--- config.mk ---
export PLATFORM = sky130hd
export DESIGN_NAME = nmi_irq_ctrl
export DESIGN_NICKNAME = d
export VERILOG_FILES = /design/src/rtl/nmi_irq_ctrl_pkg.sv /design/src/rtl/nmi_irq_ctrl_arb.sv /design/src/rtl/nmi_irq_ctrl.sv
export SDC_FILE = /design/constraint.sdc
export NUM_CORES = 1
export LEC_CHECK = 0
export BUFFER_PORTS_ARGS = -buffer_cell sky130_fd_sc_hd__buf_4
export CAP_MARGIN = 40
export CORE_AREA = 2 2 179 217
export CTS_BUF_LIST = sky130_fd_sc_hd__clkbuf_4 sky130_fd_sc_hd__clkbuf_8
export CTS_CLUSTER_DIAMETER = 30
export DETAILED_ROUTE_END_ITERATION = 12
export DIE_AREA = 0 0 181 219
export PLACE_DENSITY = 0.86
export SLEW_MARGIN = 30
export SYNTH_ARGS = -nofsm -noshare
export SYNTH_HDL_FRONTEND = slang
export SYNTH_HIERARCHICAL = 1
export SYNTH_SLANG_ARGS = --single-unit
--- constraint.sdc ---
create_clock -name clk_i -period 39.9 [get_ports clk_i]
set_input_delay 1.995 -clock clk_i [delete_from_list [all_inputs] [get_ports clk_i]]
set_output_delay 1.995 -clock clk_i [all_outputs]
set_load 0.02 [all_outputs]
--- src/rtl/nmi_irq_ctrl_pkg.sv ---
// Shared register map, id width and helpers for the NMI-bus interrupt controller.
package nmi_irq_ctrl_pkg;

    localparam int SRC_MAX        = 32;
    localparam int ID_WIDTH       = $clog2(SRC_MAX + 1);
    localparam int PRIO_WIDTH_DEF = 3;

    typedef logic [PRIO_WIDTH_DEF-1:0] prio_t;

    localparam logic [7:0] REG_ENABLE    = 8'h00;
    localparam logic [7:0] REG_MODE      = 8'h04;
    localparam logic [7:0] REG_PENDING   = 8'h08;
    localparam logic [7:0] REG_THRESHOLD = 8'h0C;
    localparam logic [7:0] REG_CLAIM     = 8'h10;
    localparam logic [7:0] REG_PRIO_BASE = 8'h80;

    function automatic logic [31:0] strb_mask(input logic [3:0] strb);
        for (int b = 0; b < 4; b++) begin
            strb_mask[8*b +: 8] = {8{strb[b]}};
        end
    endfunction

endpackage

--- src/rtl/nmi_irq_ctrl_arb.sv ---
// Combinational arbiter: highest priority candidate wins, ties go to the lowest index.
module nmi_irq_ctrl_arb
    import nmi_irq_ctrl_pkg::*;
#(
    parameter int SRC_NUM    = 32,
    parameter int PRIO_WIDTH = 3
)(
    input  logic [SRC_NUM-1:0]            cand_i,
    input  logic [SRC_NUM*PRIO_WIDTH-1:0] prio_i,
    output logic [ID_WIDTH-1:0]           id_o,
    output logic [PRIO_WIDTH-1:0]         prio_o
);

    // Strict compare while scanning upward keeps the lowest index on ties.
    always_comb begin
        id_o   = '0;
        prio_o = '0;
        for (int i = 0; i < SRC_NUM; i++) begin
            if (cand_i[i] && (prio_i[i*PRIO_WIDTH +: PRIO_WIDTH] > prio_o)) begin
                id_o   = ID_WIDTH'(i + 1);
                prio_o = prio_i[i*PRIO_WIDTH +: PRIO_WIDTH];
            end
        end
    end

endmodule

--- src/rtl/nmi_irq_ctrl.sv ---
// Interrupt controller on the NMI bus: sync, edge/level pending, enable, priority,
// threshold and claim/complete, with registered irq vector and arbitrated ext_irq.
module nmi_irq_ctrl
    import nmi_irq_ctrl_pkg::*;
#(
    parameter int SRC_NUM     = 32,
    parameter int PRIO_WIDTH  = 3,
    parameter int SYNC_STAGES = 2
)(
    input  logic               clk_i,
    input  logic               rst_n_i,
    input  logic [SRC_NUM-1:0] irq_src_i,
    input  logic               nmi_valid_i,
    output logic               nmi_ready_o,
    input  logic [7:0]         nmi_addr_i,
    input  logic [31:0]        nmi_wdata_i,
    input  logic [3:0]         nmi_wstrb_i,
    output logic [31:0]        nmi_rdata_o,
    output logic [SRC_NUM-1:0] irq_o,
    output logic               ext_irq_o
);

    logic [SRC_NUM-1:0]            sync_q [SYNC_STAGES];
    logic [SRC_NUM-1:0]            sync_dly_q, sync_out, edge_det;
    logic [SRC_NUM-1:0]            enable_q, enable_d, mode_q, mode_d;
    logic [SRC_NUM-1:0]            pending_q, pending_d, in_srv_q, in_srv_d;
    logic [SRC_NUM-1:0]            w1c, claim_clr, pend_clr, prio_nz, cand;
    logic [SRC_NUM*PRIO_WIDTH-1:0] prio_q, prio_d;
    logic [PRIO_WIDTH-1:0]         thr_q, thr_d, win_prio;
    logic [ID_WIDTH-1:0]           claim_id_q, win_id, claim_val;
    logic [SRC_NUM-1:0]            irq_q;
    logic                          ext_q, ready_q;
    logic [31:0]                   rdata_q, rdata_d, mask;
    logic                          access, wr, rd, prio_sel;
    logic [5:0]                    word;
    logic [4:0]                    prio_idx;
    logic                          unused_addr;

    assign access      = nmi_valid_i && !ready_q;
    assign wr          = access && (nmi_wstrb_i != 4'd0);
    assign rd          = access && (nmi_wstrb_i == 4'd0);
    assign word        = nmi_addr_i[7:2];
    assign prio_idx    = nmi_addr_i[6:2];
    assign prio_sel    = nmi_addr_i[7] && (int'(prio_idx) < SRC_NUM);
    assign mask        = strb_mask(nmi_wstrb_i);
    assign unused_addr = ^nmi_addr_i[1:0];

    assign sync_out  = sync_q[SYNC_STAGES-1];
    assign edge_det  = sync_out & ~sync_dly_q;
    assign claim_val = ext_q ? claim_id_q : '0;

    always_comb begin
        rdata_d = '0;
        if (rd) begin
            if (prio_sel) begin
                rdata_d = 32'(prio_q[prio_idx*PRIO_WIDTH +: PRIO_WIDTH]);
            end else begin
                case (word)
                    REG_ENABLE[7:2]:    rdata_d = 32'(enable_q);
                    REG_MODE[7:2]:      rdata_d = 32'(mode_q);
                    REG_PENDING[7:2]:   rdata_d = 32'(pending_q);
                    REG_THRESHOLD[7:2]: rdata_d = 32'(thr_q);
                    REG_CLAIM[7:2]:     rdata_d = 32'(claim_val);
                    default:            rdata_d = '0;
                endcase
            end
        end
    end

    always_comb begin
        enable_d  = enable_q;
        mode_d    = mode_q;
        thr_d     = thr_q;
        prio_d    = prio_q;
        in_srv_d  = in_srv_q;
        w1c       = '0;
        claim_clr = '0;
        if (wr) begin
            if (prio_sel) begin
                prio_d[prio_idx*PRIO_WIDTH +: PRIO_WIDTH] = nmi_wdata_i[PRIO_WIDTH-1:0];
            end else begin
                case (word)
                    REG_ENABLE[7:2]: enable_d = (enable_q & ~mask[SRC_NUM-1:0])
                                              | (nmi_wdata_i[SRC_NUM-1:0] & mask[SRC_NUM-1:0]);
                    REG_MODE[7:2]:   mode_d   = (mode_q & ~mask[SRC_NUM-1:0])
                                              | (nmi_wdata_i[SRC_NUM-1:0] & mask[SRC_NUM-1:0]);
                    REG_PENDING[7:2]:   w1c   = nmi_wdata_i[SRC_NUM-1:0];
                    REG_THRESHOLD[7:2]: thr_d = nmi_wdata_i[PRIO_WIDTH-1:0];
                    REG_CLAIM[7:2]: begin
                        for (int i = 0; i < SRC_NUM; i++) begin
                            if (nmi_wdata_i == 32'(i + 1)) in_srv_d[i] = 1'b0;
                        end
                    end
                    default: ;
                endcase
            end
        end
        if (rd && !prio_sel && (word == REG_CLAIM[7:2])) begin
            for (int i = 0; i < SRC_NUM; i++) begin
                if (claim_val == ID_WIDTH'(i + 1)) begin
                    claim_clr[i] = 1'b1;
                    in_srv_d[i]  = 1'b1;
                end
            end
        end
    end

    // Edge bits: clear requests lose to a new edge; a level->edge switch drops the stale bit.
    assign pend_clr  = w1c | claim_clr | (mode_d & ~mode_q);
    assign pending_d = (mode_d & ((pending_q & ~pend_clr) | edge_det)) | (~mode_d & sync_out);

    always_comb begin
        prio_nz = '0;
        for (int i = 0; i < SRC_NUM; i++) begin
            prio_nz[i] = |prio_q[i*PRIO_WIDTH +: PRIO_WIDTH];
        end
    end

    assign cand = pending_q & enable_q & ~in_srv_q & prio_nz;

    nmi_irq_ctrl_arb #(
        .SRC_NUM    (SRC_NUM),
        .PRIO_WIDTH (PRIO_WIDTH)
    ) u_arb (
        .cand_i (cand),
        .prio_i (prio_q),
        .id_o   (win_id),
        .prio_o (win_prio)
    );

    always_ff @(posedge clk_i or negedge rst_n_i) begin
        if (!rst_n_i) begin
            for (int s = 0; s < SYNC_STAGES; s++) sync_q[s] <= '0;
            sync_dly_q <= '0;
            enable_q   <= '0;
            mode_q     <= '0;
            pending_q  <= '0;
            in_srv_q   <= '0;
            prio_q     <= '0;
            thr_q      <= '0;
            claim_id_q <= '0;
            irq_q      <= '0;
            ext_q      <= 1'b0;
            ready_q    <= 1'b0;
            rdata_q    <= '0;
        end else begin
            sync_q[0] <= irq_src_i;
            for (int s = 1; s < SYNC_STAGES; s++) sync_q[s] <= sync_q[s-1];
            sync_dly_q <= sync_out;
            enable_q   <= enable_d;
            mode_q     <= mode_d;
            pending_q  <= pending_d;
            in_srv_q   <= in_srv_d;
            prio_q     <= prio_d;
            thr_q      <= thr_d;
            claim_id_q <= win_id;
            irq_q      <= pending_q & enable_q & ~in_srv_q;
            ext_q      <= (win_id != '0) && (win_prio > thr_q);
            ready_q    <= access;
            rdata_q    <= rdata_d;
        end
    end

    assign nmi_ready_o = ready_q;
    assign nmi_rdata_o = rdata_q;
    assign irq_o       = irq_q;
    assign ext_irq_o   = ext_q;

endmodule

==> flow_summary_export.csv, run 1 <==
group,metric,value,unit
outcome,run_status,"complete, no violations",
routing,drt_iter0_markers,2608,
placed_design,gp_congestion,0.9570,
hold_path,hp-class,"reg -> reg",
floorplan,io_pins,145,
logic_synthesis,syn_area,21180,um2
clocking,cts_sinks,395,
clocking,numCtsBuffers,70,
finish,drive_above_1_share,35.90,%
pwr,p_leak,12.37,nW
logic_synthesis,synth_compound_area_share,19.53,%
routing,wl_per_cell,24.75,um
timing,slew_headroom,32.60,%
pwr,p_per_area,37.17,nW/um2
timing,layout_min_cycle_time,39890,ps
worst_setup_path,crit_top_cell,"ha_4",
logic_synthesis,ys.flop_type,"dfrtp_1",
clocking,cts_tree,"built",
pwr,ir_drop,0.02724,mV
timing,tightest_slew,1002,ps
worst_setup_path,path_class,"reg -> reg",
clocking,clockBufferDepth,3,
routing,detail_route.vias_per_cell,6.807,
logic_synthesis,synth_top_family_by_area,"compound AO/OA/AOI/OAI gates",
routing,drtPass1Iterations,7,
routing,ant_nets,0,
placed_design,port_buffers,142,
clocking,htree_levels,3,
routing,wirelength,73.07,mm
logic_synthesis,netlist_instances,2069,
routing,drcViolationCount,0,
logic_synthesis,synth-async-reset-ratio,100.0,%
clocking,cts_root_buffer,"clkbuf_8",
grt,antenna_found_initial,0,
floorplan,core,37480,um2
placed_design,dp_hpwl,47.65,mm
logic_synthesis,synthXorXnorAreaFrac,0.1240,%
clocking,path_clk_slew,70,ps
routing,routed-via-count,20100,
timing,fin_setup_tns,0,ps
clocking,clk_latency,640,ps
timing,final_hold_viol_count,0,
worst_setup_path,slowest_stage,"or3_4",
logic_synthesis,yosys.area_share.adder,3.550,%
timing,fin_crit_sh,99.97,%
floorplan,die_w,181,um
logic_synthesis,yosys.cell_types.count,104,
placed_design,place_ws,-2339,ps
grt,grt.total_usage,34.34,%
timing,skew,27.50,ps
grt,grt_max_degree,112,
timing,setup_violations,0,
timing,final_max_slew_viol_count,0,
logic_synthesis,synth_edf_count,0,
logic_synthesis,avgSynthCellArea,10.24,um2
finish,syn2layout_area_growth,27.25,%
floorplan,die_h,219,um
timing,rsz0062_at_grt,"true",
timing,setup_ws,10.42,ps
worst_setup_path,worstPathMaxFanout,5,
worst_setup_path,start_kind,"flop",
grt,grt_overflow,0,
job,maxCapViolCount,0,
logic_synthesis,synth_warnings,6,
floorplan,num_rows,78,
worst_setup_path,crit_required,40400,ps
worst_setup_path,end_kind,"flop",
finish,fin_nets,2544,
logic_synthesis,synth_mux_area_share,10.38,%
worst_setup_path,worstPathArrival,40390,ps
floorplan,die-area,39640,um2
grt,grt_pass1_vias,19640,
logic_synthesis,ys_seq_area_share,46.66,%
timing,fmax,25.07,MHz
logic_synthesis,ys_ff_latch,395,
finish,fin_cells,2952,
logic_synthesis,synth_simple_gate_area_share,16.91,%
floorplan,start_util,56.53,%
placed_design,place_inst,2765,
logic_synthesis,synthesis.nets,2191,
worst_setup_path,slowest_delay,430,ps
grt,grt_pass1_wl,106.0,mm
==> critical path, delay by kind of cell, from the launching register on <==
kind | cells | cell delay (ps)
AND/OR/NAND/NOR | 79 | 10120
buffers and inverters | 11 | 1510
multiplexers | 9 | 2810
adder cells (fa/ha/maj) | 43 | 11690
flip-flops | 1 | 380
AO/OA/AOI/OAI | 80 | 13130
==> worst paths after layout <==
check / startpoint / to / cells after the start / slack, ps
min in group asynchronous: rst_n_i / irq_o[28] / 1 / 1430
max in group asynchronous: rst_n_i / sync_dly_q[11] / 7 / 35720
setup reg to reg: flop / ext_irq_o / 222 / 10
hold / removal: sync_q[57] / sync_out[25] / 0 / 350
hold reg to reg: sync_q[57] / sync_out[25] / 0 / 350
setup / recovery: flop / ext_irq_o / 222 / 10
==> kinds of logic after synthesis <==
kind of cell,Yosys count
and+or+nand+nor,729
AOI/OAI and AO/OA,560
DFF,395
muxes,173
buffers and inverters,145
adders and majority gates,64
xor gates and xnor gates,3
==> stage by stage <==
step | hold WS, ps | power (mW) | utilization (%) | cell area (um2)
finish | 347.1 | 1.002 | 71.93 | 26960
global route | 358.2 | 1.033 | 71.92 | 26950
CTS | 338.1 | 0.9784 | 68.52 | 25680
detailed placement | 334.7 | 0.5641 | 63.33 | 23740
global placement | 334.0 | 0.5572 | 63.13 | 23660
floorplan | 331.2 | 0.5103 | - | 21180
==> area by class of cell <==
| cell class | instances | area [um2] |
|---|---|---|
| Antenna cell | 1 | 2.502 |
| Clock buffer | 95 | 1220 |
| Clock inverter | 26 | 326.6 |
| Fill cell | 2325 | 10520 |
| Inverter | 64 | 240.2 |
| Multi-Input combinational cell | 1529 | 11840 |
| Sequential cell | 395 | 9884 |
| Tap cell | 480 | 600.6 |
| Timing Repair Buffer | 362 | 2838 |
==> timing repair <==
| action | 4_1_cts | 5_1_grt |
|---|---|---|
| buffers inserted | 25 | 38 |
| pin swaps | 27 | 163 |
| hold buffers | 0 | 0 |
| endpoints found under the setup margin | 7 | 7 |
| resized for setup | 49 | 204 |
==> routing by layer <==
layer  wire length (um)  vias up  part of all wire, %  GRT usage, %
met5                  0        -                    0             0
met4               5924        0                  8.1         24.07
met3               7609      444                   10         7.982
met2              34470     1506                   47         57.37
met1              25070     9764                   34         39.28
li1                   -     8381                    -             -
==> registers in the layout (all words and copies together) (netlist names), named ones only <==
signal	flops
ext_irq_o	1
nmi_ready_o	1
nmi_rdata_o	32
irq_o	32
pending_q	32
in_srv_q	32
sync_dly_q	32
thr_q	3
sync_out	32
claim_id_q	6
mode_q	32
prio_q	96
sync_q	32
==> where the power goes <==
part / switching (mW) / internal [mW] / leakage, nW / total, mW
Combinational: 0.0742 / 0.0611 / 6.39 / 0.135
Sequential: 0.0278 / 0.421 / 5.18 / 0.449
Clock: 0.177 / 0.240 / 0.801 / 0.418
Total: 0.279 / 0.722 / 12.4 / 1.00
==> cell usage after synthesis (10+ instances only) <==
cell type,count,share of area [%]
a21boi_0,41,1.5
a21o_1,11,0.39
a21oi_1,122,2.9
a22oi_1,39,1.4
a31oi_1,15,0.44
a32o_1,32,1.5
and2_1,36,1.1
and3_1,54,1.6
buf_2,24,0.57
clkbuf_1,41,0.73
dfrtp_1,395,47
ha_1,43,2.5
inv_1,64,1.1
maj3_1,18,0.85
mux2_2,139,7.4
mux2i_1,10,0.47
mux4_2,23,2.4
nand2_1,298,5.3
nand2b_1,19,0.56
nand3_1,38,0.90
nor2_1,133,2.4
nor2b_1,15,0.44
nor3_1,20,0.47
nor4_1,12,0.35
o211ai_1,13,0.46
o21a_1,14,0.50
o21ai_0,70,1.7
o21bai_1,10,0.35
o31a_1,33,1.4
o31ai_1,27,0.96
o41ai_1,18,0.74
or2_1,37,1.1
==> cell usage in the layout, fill, tap and decap left out, drive strengths merged, types with 41 or more instances in the layout <==
master,netlist,layout
and3,54,54
inv,64,70
ha,43,43
a21oi,123,123
or2,45,45
clkbuf,46,96
mux2,140,140
a22oi,41,41
o21ai,78,78
buf,35,361
nor2,134,134
dfrtp,395,395
nand2,299,299
a21boi,41,41
No activity file was read; power rests on OpenSTA's default activity.
==> inputs of run 2 (changes only) <==
CORE_AREA = 2 2 177 214   (was 2 2 179 217)
DIE_AREA = 0 0 179 216   (was 0 0 181 219)
GPL_TIMING_DRIVEN = 0   (was not set)
SYNTH_HIERARCHICAL = not set   (was 1)
==> run 2 against run 1 <==
Effect of this change:
- the run now ends with setup timing left
- design area is 0.39% higher
- largest cell class unchanged
- count of clock-buffer cells in the layout is 1 higher
- critical endpoint unchanged
- critical path type unchanged
- sequential cell count stayed put
- worst hold slack worse by 5.2 ps
- synthesized cell count is 0.48% lower
- global-route usage is 3.4 points higher
- total power is 23% higher
- via count is 3.0% higher
- clock skew is 11 ps higher
- highest routed layer unchanged
==> flow_summary_export.csv, run 2 <==
group,metric,value,unit
pwr,clkPwrFrac,35.3,%
finish,largest_reg_flops,96,
logic_synthesis,yosys.cell_count.top_type,"dfrtp_1",
routing,wl_per_cell,25.62,um
logic_synthesis,ys_ff_latch,395,
grt,use_met3,9.373,%
pwr,p_switching,406.1,uW
outcome,violations,"setup timing",
pwr,total_power,1.232,mW
pwr,p_comb_share,27.0,%
grt,grt_max_degree,82,
floorplan,start_util,56.32,%
clocking,path_clk_slew,60,ps
clocking,cts_sinks,395,
worst_setup_path,worstPathMaxFanout,5,
worst_setup_path,crit_top_cell,"ha_4",
routing,drt_iter0_markers,3500,
grt,top_usage_layer,"met2",
floorplan,die_h,216,um
timing,layout_min_cycle_time,43360,ps
timing,skew,38.04,ps
placed_design,port_buffers,139,
routing,detail_route.vias_per_cell,6.883,
clocking,cts_tree,"built",
logic_synthesis,synthTopCellsByCount,"dfrtp_1, nand2_1, nor2_1",
grt,grt_overflow,0,
timing,final_hold_viol_count,0,
placed_design,place_inst,2679,
routing,wirelength,77.05,mm
clocking,cts_root_buffer,"clkbuf_8",
routing,ant_nets,0,
job,maxCapViolCount,0,
routing,drcViolationCount,0,
finish,layout_common_cells,"dfrtp_1, buf_4, nand2_1",
timing,fmax,23.06,MHz
hold_path,hp-class,"reg -> reg",
clocking,clockBufferDepth,3,
floorplan,core,36510,um2
routing,routed-via-count,20700,
clocking,clk_latency,680,ps
finish,fin_nets,2599,
worst_setup_path,worstPathArrival,43880,ps
logic_synthesis,yosys.cell_types.count,94,
worst_setup_path,worst-path-buf-inv,15,
finish,largest_register,"prio_q",
logic_synthesis,synth_area_leaders,"dfrtp_1, mux2_2, nand2_1",
pwr,p_leak,12.19,nW
hold_path,whs_path_depth,0,
worst_setup_path,cp_top_family,"compound AO/OA/AOI/OAI gates",
logic_synthesis,syn_area,20570,um2
logic_synthesis,netlist_instances,2059,
finish,drive_above_1_share,36.01,%
worst_setup_path,crit_required,40420,ps
placed_design,gp_congestion,0.9579,
floorplan,io_pins,145,
floorplan,die_w,179,um
pwr,ir_drop,0.03999,mV
grt,grt.total_usage,37.76,%
clocking,cts-hold-fix-buffers,0,
logic_synthesis,ys_seq_area_share,48.06,%
timing,final_max_slew_viol_count,0,
logic_synthesis,avgSynthCellArea,9.988,um2
logic_synthesis,netlist.area_leader.share,48.06,%
timing,rsz0062_at_grt,"true",
logic_synthesis,synth_warnings,0,
placed_design,place_ws,-5550,ps
outcome,run_status,"finished, violations left",
logic_synthesis,ys.flop_type,"dfrtp_1",
clocking,numCtsBuffers,72,
floorplan,die-area,38660,um2
grt,grt_pass1_vias,20640,
grt,grt_pass1_wl,111.9,mm
timing,setup_ws,-3461,ps
timing,tightest_slew,1010,ps
timing,fin_setup_tns,-18450,ps
finish,syn2layout_area_growth,31.59,%
grt,antenna_found_initial,2,
timing,slew_headroom,32.64,%
pwr,power.internal,825.7,uW
timing,fin_crit_sh,108.7,%
finish,layout_commonest_cell,"dfrtp_1",
logic_synthesis,synth-async-reset-ratio,100.0,%
worst_setup_path,cp.depth,234,
worst_setup_path,slowest_stage,"or4b_4",
pwr,pwr-share-seq,37.7,%
worst_setup_path,end_kind,"flop",
worst_setup_path,slowest_delay,570,ps
routing,drtPass1Iterations,9,
timing,setup_violations,7,
logic_synthesis,synth_edf_count,0,
grt,grt.met1_usage,43.44,%
finish,fin_cells,3008,
grt,met2_usage,60.68,%
placed_design,dp_hpwl,45.65,mm
logic_synthesis,synth_top_cell_by_area,"dfrtp_1",
worst_setup_path,rr_worst_depth,234,
worst_setup_path,path_class,"reg -> reg",
pwr,swShare,32.97,%
clocking,htree_levels,3,
logic_synthesis,synthesis.nets,2184,
worst_setup_path,start_kind,"flop",
finish,final_core_util,74.12,%
finish,multi_input_area,11690,um2
pwr,p_per_area,45.52,nW/um2
floorplan,num_rows,77,
finish,regArea,9884,um2
finish,n_fill_cell,2100,
-- run 2: cell count changes in the layout (fill, tap and decap cells not counted), sizes merged, moves of 17 or more --
cell	before	now
o21ai	78	128
nand3	38	59
a21boi	41	11
o31a	33	5
nand2	299	320
or2	45	24
and3	54	15
nor2	134	179
clkbuf	96	153
a32o	32	2
nand4	8	25
-- run 2: path summary, 6_finish.rpt --
path	end	start	slack, ps
max in group asynchronous	sync_dly_q[12]	rst_n_i	37290
max reg2reg	ext_irq_o	in_srv_q[0]	-3460
min in group asynchronous	irq_o[30]	rst_n_i	1180
max	ext_irq_o	in_srv_q[0]	-3460
min reg2reg	sync_out[6]	sync_q[38]	340
min	sync_out[6]	sync_q[38]	340
-- run 2: repair_timing --
| item | in CTS | in global routing |
|---|---|---|
| endpoints found under the setup margin | 7 | 7 |
| pin swaps | 162 | 165 |
| cloned | 0 | 0 |
| gates resized for setup | 159 | 89 |
| buffers inserted | 155 | 50 |
-- run 2: final cells by class --
cell class              instances  share of cell area (%)
flip-flops and latches        395                   36.53
inverters                      69                  0.9570
plain buffers                  66                   1.031
clock buffers                  96                   4.628
multi-input cells            1527                   43.20
repair buffers                343                   9.977
clock inverters                34                   1.456
well taps                     474                   2.192
diodes                          4                 0.03699
-- run 2: cells by family (layout without fill, tap and decap cells) --
| family | count (synthesis) | after routing | share of synthesized area [%] |
|---|---|---|---|
| flip-flops | 395 | 395 | 48.06 |
| XOR/XNOR | 4 | 4 | 0.1704 |
| AND/OR/NAND/NOR | 771 | 771 | 17.21 |
| other | 0 | 4 | 0 |
| adder cells (fa/ha/maj) | 57 | 57 | 3.334 |
| AO/OA/AOI/OAI | 511 | 511 | 16.92 |
| multiplexers | 184 | 184 | 11.71 |
| buffers and inverters | 137 | 608 | 2.598 |
-- run 2: routing by layer --
metal,part of all wire (%),up-vias
met5,0,-
met4,9.4,0
met3,12,644
met2,46,1933
met1,32,9779
li1,-,8348
-- run 2: through the flow --
stage                     instance area (um2)  hold slack (ps)
after CTS                               26240            346.1
after global placement                  22510            332.4
after floorplan                         20880            331.2
final                                   27060            342.0
after global routing                    27050            354.1
after detailed placement                22690            334.7
-- run 2: power groups by stage --
stage               registers (mW)  clock network (mW)  logic (mW)
floorplan                    0.455                   0       0.144
global placement             0.462                   0       0.195
detailed placement           0.464                   0       0.205
CTS                          0.458               0.434       0.269
global route                 0.465               0.454       0.349
finish                       0.464               0.435       0.333
